$ cat config.mk
export PLATFORM = sky130hd
export DESIGN_NAME = elastic_fifo
export DESIGN_NICKNAME = d
export VERILOG_FILES = /design/src/rtl/elastic_fifo.sv
export SDC_FILE = /design/constraint.sdc
export NUM_CORES = 1
export LEC_CHECK = 0
export BUFFER_PORTS_ARGS = -buffer_cell sky130_fd_sc_hd__buf_2
export CORE_ASPECT_RATIO = 1.5
export CORE_UTILIZATION = 35
export DETAILED_ROUTE_END_ITERATION = 8
export MAX_ROUTING_LAYER = met4
export SYNTH_ARGS = -nofsm -noshare
export SYNTH_HDL_FRONTEND = slang
export SYNTH_SLANG_ARGS = --single-unit
$ cat constraint.sdc
create_clock -name clk -period 2.1 [get_ports clk]
set_clock_uncertainty 0.05 [all_clocks]
set_input_delay 0.105 -clock clk [delete_from_list [all_inputs] [get_ports clk]]
set_output_delay 0.105 -clock clk [all_outputs]
set_load 0.01 [all_outputs]
$ cat src/rtl/elastic_fifo.sv
// Elastic FIFO: registered-output queue with occupancy-based handshake.
// Outputs depend only on state, so no combinational path from ins to outs.
module elastic_fifo #(
    parameter int unsigned DATA_WIDTH = 32,
    parameter int unsigned DEPTH      = 4
) (
    input  logic                  clk,
    input  logic                  rst,
    input  logic [DATA_WIDTH-1:0] ins,
    input  logic                  ins_valid,
    output logic                  ins_ready,
    output logic [DATA_WIDTH-1:0] outs,
    output logic                  outs_valid,
    input  logic                  outs_ready
);

    localparam int unsigned PtrW = (DEPTH > 1) ? $clog2(DEPTH) : 1;
    localparam int unsigned CntW = $clog2(DEPTH + 1);
    localparam logic [PtrW-1:0] LastPtr = PtrW'(DEPTH - 1);
    localparam logic [CntW-1:0] FullCnt = CntW'(DEPTH);
    localparam logic [CntW-1:0] OneCnt  = CntW'(1);
    localparam logic [PtrW-1:0] OnePtr  = PtrW'(1);

    logic [DATA_WIDTH-1:0] mem_q [DEPTH];
    logic [PtrW-1:0]       wr_ptr_q, wr_ptr_d;
    logic [PtrW-1:0]       rd_ptr_q, rd_ptr_d;
    logic [CntW-1:0]       count_q, count_d;
    logic                  push, pop;

    assign ins_ready  = (count_q != FullCnt);
    assign outs_valid = (count_q != '0);
    assign outs       = mem_q[rd_ptr_q];

    assign push = ins_valid & ins_ready;
    assign pop  = outs_valid & outs_ready;

    always_comb begin
        wr_ptr_d = wr_ptr_q;
        rd_ptr_d = rd_ptr_q;
        count_d  = count_q;
        if (push) begin
            wr_ptr_d = (wr_ptr_q == LastPtr) ? '0 : wr_ptr_q + OnePtr;
        end
        if (pop) begin
            rd_ptr_d = (rd_ptr_q == LastPtr) ? '0 : rd_ptr_q + OnePtr;
        end
        unique case ({push, pop})
            2'b10:   count_d = count_q + OneCnt;
            2'b01:   count_d = count_q - OneCnt;
            default: count_d = count_q;
        endcase
    end

    always_ff @(posedge clk or negedge rst) begin
        if (!rst) begin
            wr_ptr_q <= '0;
            rd_ptr_q <= '0;
            count_q  <= '0;
        end else begin
            wr_ptr_q <= wr_ptr_d;
            rd_ptr_q <= rd_ptr_d;
            count_q  <= count_d;
        end
    end

    // Storage is deliberately not reset; it is only visible when outs_valid is high.
    always_ff @(posedge clk) begin
        if (push) begin
            mem_q[wr_ptr_q] <= ins;
        end
    end

endmodule

==> results of run 1 <==
worst paths after layout:
path | to | startpoint | slack, ns | depth (start not counted)
worst min register to register | count_q[2]$_DFFE_PN0P_ | count_q[2]$_DFFE_PN0P_ | 0.45 | 1
max in group asynchronous | count_q[1]$_DFFE_PN0P_ | rst | 0.67 | 4
worst min-delay path | rd_ptr_q[1]$_DFFE_PN0P_ | outs_ready | 0.11 | 4
worst max-delay path | count_q[2]$_DFFE_PN0P_ | count_q[0]$_DFFE_PN0P_ | 0.06 | 9
worst max register to register | count_q[2]$_DFFE_PN0P_ | count_q[0]$_DFFE_PN0P_ | 0.06 | 9
min in group asynchronous | count_q[2]$_DFFE_PN0P_ | rst | 0.53 | 3
state kept, by name, indices dropped and copies added (netlist names):
name and count:
mem_q 128, rd_ptr_q 2, wr_ptr_q 2, count_q 3
cell families after synthesis:
family / after synthesis / share of synthesized area
flops: 135 / 0.793
buf+inv: 15 / 0.0141
mux: 37 / 0.155
simple gates: 11 / 0.0143
fa+ha+maj: 7 / 0.0188
xor+xnor: 3 / 0.00519
Yosys cell counts, types with 3 or more instances:
cell type and number:
and3_2 4, buf_2 3, buf_4 3, dfrtp_1 7, edfxtp_1 128, ha_1 6
inv_1 7, mux4_2 32, nor2_1 3
critical path, delay by kind of cell (launching register included):
family,cells,cell delay (ns)
and+or+nand+nor,3,0.66
adders and majority gates,2,0.44
DFF,1,0.39
xor gates and xnor gates,2,0.31
buffers and inverters,2,0.09
area by class of cell:
type	instances	area, µm²	share of cell area
inverters	7	26.3	0.00391
repair buffers	119	883	0.132
clock inverters	11	108	0.0160
well taps	192	240	0.0358
flip-flops and latches	135	4020	0.599
clock buffers	21	440	0.0656
multi-input cells	58	992	0.148
stage by stage:
| step | std cells | TNS [ns] | power, mW | instance area [µm²] |
|---|---|---|---|---|
| after floorplan | 208 | 0 | 5.49 | 5070 |
| after global placement | 473 | 0 | 6.55 | 5780 |
| after detailed placement | 473 | -0.0421 | 6.63 | 5780 |
| after CTS | 541 | -0.0214 | 9.41 | 6690 |
| after global routing | 543 | -0.0360 | 9.80 | 6710 |
| final | 543 | 0 | 9.31 | 6710 |
power by group:
part / switching [mW] / internal (mW) / leakage [nW]
registers: 0.226 / 3.58 / 1.25
clock network: 0.991 / 1.72 / 0.265
logic: 1.35 / 1.44 / 0.882
routing by layer:
layer	vias up	track usage	share of wire
met2	54	0.225	0.54
met5	-	-	0
met4	0	0.0754	0.022
met1	1299	0.153	0.40
li1	1124	-	-
met3	14	0.0417	0.037
repair_timing:
item	CTS	global route
resized for setup	1	3
setup endpoints to repair	12	5
endpoints found under the hold margin	135	0
pin swaps	4	0
hold buffers	35	0
buffers inserted	1	2
==> metrics.cfg, run 1 <==
[status]
outcome = completed

[clock_tree]
cts_tree = built
clockBufferDepth = 2
path_clk_slew_ns = 0.05
clkLatencyLatePin_ns = 0.40
cts_sinks = 135
htree_levels = 4
cts_buffers = 17
clockRootBuffer = clkbuf_16

[global_route]
grt_start_max_net_pins = 33
grt_usage = 0.139
grt_overflow = 0
grt_pass1_vias = 2626
grt_pass1_wl_um = 14200
antenna_found_initial = 0

[sta]
finalCritPeriodShare = 0.974
setup_violations = 0
max_freq_mhz = 489
whs_ns = 0.114
worst_pin_slew_ns = 0.416
final_hold_viol_count = 0
min_period_ns = 2.04
rsz0062_at_grt = yes
slew_headroom = 0.722
fin_ws_ns = 0.0556
maxSlewViolCount = 0

[floorplanning]
dieWidth_um = 100
start_util = 0.360
die_h_um = 149
ioPinCount = 70
rows = 53
coreArea_um2 = 14100
dieArea_um2 = 15000

[logic_synthesis]
async_flop_share = 0.0519
synthTopCellsByArea = edfxtp_1 (76%), mux4_2 (14%), dfrtp_1 (3.5%), ha_1 (1.5%), and3_2 (0.59%)
netlist_area_um2 = 5070
syn_avg_cell_area_um2 = 24.4
synth_top_cell_by_area = edfxtp_1
synth_top_area_share = 0.759
yosys_warnings = 0
syn-instance-count = 208
synth-main-ff-cell = edfxtp_1
synth_cell_types = 20
synth_edf_count = 128
seq_area_frac_synth = 0.793
synth-seq-cells = 135
syn-num-nets = 251

[worst_setup_path]
critPathRequiredTime_ns = 2.37
worstSetupStartpointType = flop
cp-end-kind = flop
crit_type = flop to flop
worstPathMaxFanout = 3
worstPathCellList = or3b_4, and2_4, inv_2, ha_4, inv_2, fa_2, xor2_1, nor2_1, xor2_1
slowest_delay_ns = 0.40
worstPathArrival_ns = 2.32
slowest_stage = or3b_4

[routing]
drc = 0
routed-via-count = 2491
ant_nets = 0
dr.pass1.iters = 4
drt_iter0_drc = 91
routed_wl_um = 9110
routedWlPerCell_um = 16.8
viasPerCell = 4.59

[placed_design]
gp_congestion = 0.710
portBuffers = 69
dp_hpwl_um = 5560
dp_slack_ns = -0.0421

[finish]
fill_cells = 1207
utilization = 0.478
mostFrequentLayoutCells = edfxtp_1 (128), buf_2 (69), dlygate4sd3_1 (35)
layout_commonest_cell = edfxtp_1
syn_to_final_growth_pct = 32.5
drive_gt1_frac = 0.453
n_antenna_cell = 0
nets = 381

[power]
power.density_nw_per_um2 = 1390
leakage_nw = 2.40
peakVddDrop_v = 0.000730

[run]
cap_violations = 0

[worst_hold_path]
hp-class = input port to flop

Power figures use the tool's default switching activity.
==> run 2: changes to the inputs <==
- ABC_AREA: default -> 1
- BUFFER_PORTS_ARGS: -buffer_cell sky130_fd_sc_hd__buf_2 -> default
- CORE_MARGIN: default -> 8
- DONT_BUFFER_PORTS: default -> 1
==> metrics.cfg, run 2 <==
[run]
cap_violations = 0

[sta]
worst_pin_slew_ns = 0.476
min_period_ns = 1.92
max_freq_mhz = 521
maxSlewViolCount = 0
slew_headroom = 0.683
finalCritPeriodShare = 0.914
setup_violations = 0
rsz0062_at_grt = no
fin_ws_ns = 0.180
final_hold_viol_count = 0

[logic_synthesis]
synth-main-ff-cell = edfxtp_1
synth_top_area_share = 0.701
synthTopCellsByArea = edfxtp_1 (70%), o211ai_1 (8.8%), nand2_1 (7.6%), inv_1 (5.1%), dfrtp_1 (3.2%)
synth_top_cell_by_area = edfxtp_1
synth_cell_types = 16
synthTopCellsByCount = edfxtp_1 (128), nand2_1 (111), inv_1 (75), o211ai_1 (64), buf_2 (18)
synth_edf_count = 128
yosysMostFrequentCell = edfxtp_1
synth-seq-cells = 135
yosys_warnings = 0
syn_avg_cell_area_um2 = 12.7
syn-num-nets = 475
syn-instance-count = 432
async_flop_share = 0.0519
seq_area_frac_synth = 0.732
netlist_area_um2 = 5490

[finish]
largestRegisters = mem_q x128, count_q x3
stdcell_count = 699
fill_cells = 1379
largest_register = mem_q
syn_to_final_growth_pct = 23.6
largest_reg_flops = 128
utilization = 0.438
layout_commonest_cell = edfxtp_1
mostFrequentLayoutCells = edfxtp_1 (128), nand2_1 (111), inv_1 (75)
nets = 524
drive_gt1_frac = 0.105

[worst_setup_path]
rrSetupSlack_ns = 0.33
cp_top_family = flip-flops
critPathMostFrequentCell = nand2_1
crit_buf_inv = 1
worstPathCellList = buf_12, nand2_1, o211ai_1, nand2_1
worstPathArrival_ns = 1.76
crit_type = flop to primary output
cp-end-kind = primary output
worstSetupStartpointType = flop
slowest_delay_ns = 0.72
critPathRequiredTime_ns = 1.95
worstPathMaxFanout = 44
slowest_stage = dfrtp_4

[floorplanning]
start_util = 0.354
dieWidth_um = 118
ioPinCount = 70
die_h_um = 169
rows = 56
coreArea_um2 = 15500
dieArea_um2 = 20000

[clock_tree]
htree_levels = 4
clkLatencyLatePin_ns = 0.40
path_clk_slew_ns = 0.06
cts_tree = built
clockRootBuffer = clkbuf_16
cts_resized = 0
holdBufCountCts = 36
clockBufferDepth = 2
cts_sinks = 135
post-cts-setup-buffers = 0
cts_buffers = 17

[worst_hold_path]
hp-class = input port to flop

[placed_design]
dp_hpwl_um = 7180
portBuffers = 0
dp_slack_ns = 0.346
dp.cells = 629
gp_congestion = 0.703

[global_route]
grt_usage = 0.119
grt_start_max_net_pins = 47
grt_overflow = 0
grt_pass1_wl_um = 17700
grt_pass1_vias = 3407
antenna_found_initial = 2

[power]
power.density_nw_per_um2 = 1400
peakVddDrop_v = 0.000626
leakage_nw = 2.61

[status]
outcome = completed

[routing]
dr.pass1.iters = 5
drc = 0
routedWlPerCell_um = 15.9
ant_nets = 0
routed-via-count = 3243
routed_wl_um = 11100
drt_iter0_drc = 225
viasPerCell = 4.64

-- run 2: metal layers --
layer	vias to the layer above	part of all wire	global-route usage
met4	0	0.025	0.0587
met5	-	0	-
met3	20	0.045	0.0383
met2	73	0.54	0.210
li1	1590	-	-
met1	1560	0.39	0.116
-- run 2: cells by family after synthesis --
| group | count (synthesis) | synth area share |
|---|---|---|
| XOR/XNOR | 1 | 0.00160 |
| AO/OA/AOI/OAI | 65 | 0.0885 |
| adder cells (fa/ha/maj) | 7 | 0.0173 |
| buffers and inverters | 99 | 0.0725 |
| flip-flops | 135 | 0.732 |
| AND/OR/NAND/NOR | 125 | 0.0876 |
-- run 2: stage by stage --
step           TNS (ns)  hold WS (ns)  cell area [µm²]  power [mW]
6_report              0        0.0472             6780        9.48
5_1_grt               0        0.0615             6780        10.1
4_1_cts               0        0.0254             6780        9.64
3_5_place_dp          0        -0.240             5830        6.64
3_3_place_gp          0        -0.240             5830        6.51
2_1_floorplan    -63.88        -0.241             5490        5.74
-- run 2: cell type report --
class                   instances  area, µm²  area share
diodes                          2       5.00    0.000738
repair buffers                 51        523      0.0771
multi-input cells             198       1100       0.162
well taps                     203        254      0.0374
inverters                      78        293      0.0432
clock inverters                14        158      0.0232
clock buffers                  18        429      0.0633
flip-flops and latches        135       4020       0.593
-- run 2: tightest hold or removal path, stage by stage --
cell,delay (ns)
nand2_1,0.06
buf_4,0.19
nand2_1,0.07
nand2_1,0.04
-- run 2: path summary, 6_finish.rpt --
kind,cells after the start,startpoint,end
hold reg to reg,1,count_q[0]$_DFFE_PN0P_,count_q[0]$_DFFE_PN0P_
min in group asynchronous,2,rst,wr_ptr_q[1]$_DFFE_PN0P_
setup / recovery,4,rd_ptr_q[0]$_DFFE_PN0P_,outs[26]
hold / removal,4,ins_valid,wr_ptr_q[0]$_DFFE_PN0P_
max in group asynchronous,2,rst,rd_ptr_q[0]$_DFFE_PN0P_
setup reg to reg,10,count_q[0]$_DFFE_PN0P_,count_q[2]$_DFFE_PN0P_
-- run 2: power breakdown --
part           total [mW]  switching (mW)  internal, mW
sequential           3.83           0.276          3.55
combinational        2.75            1.88         0.873
clock                2.90            1.05          1.85
total                9.48            3.20          6.28
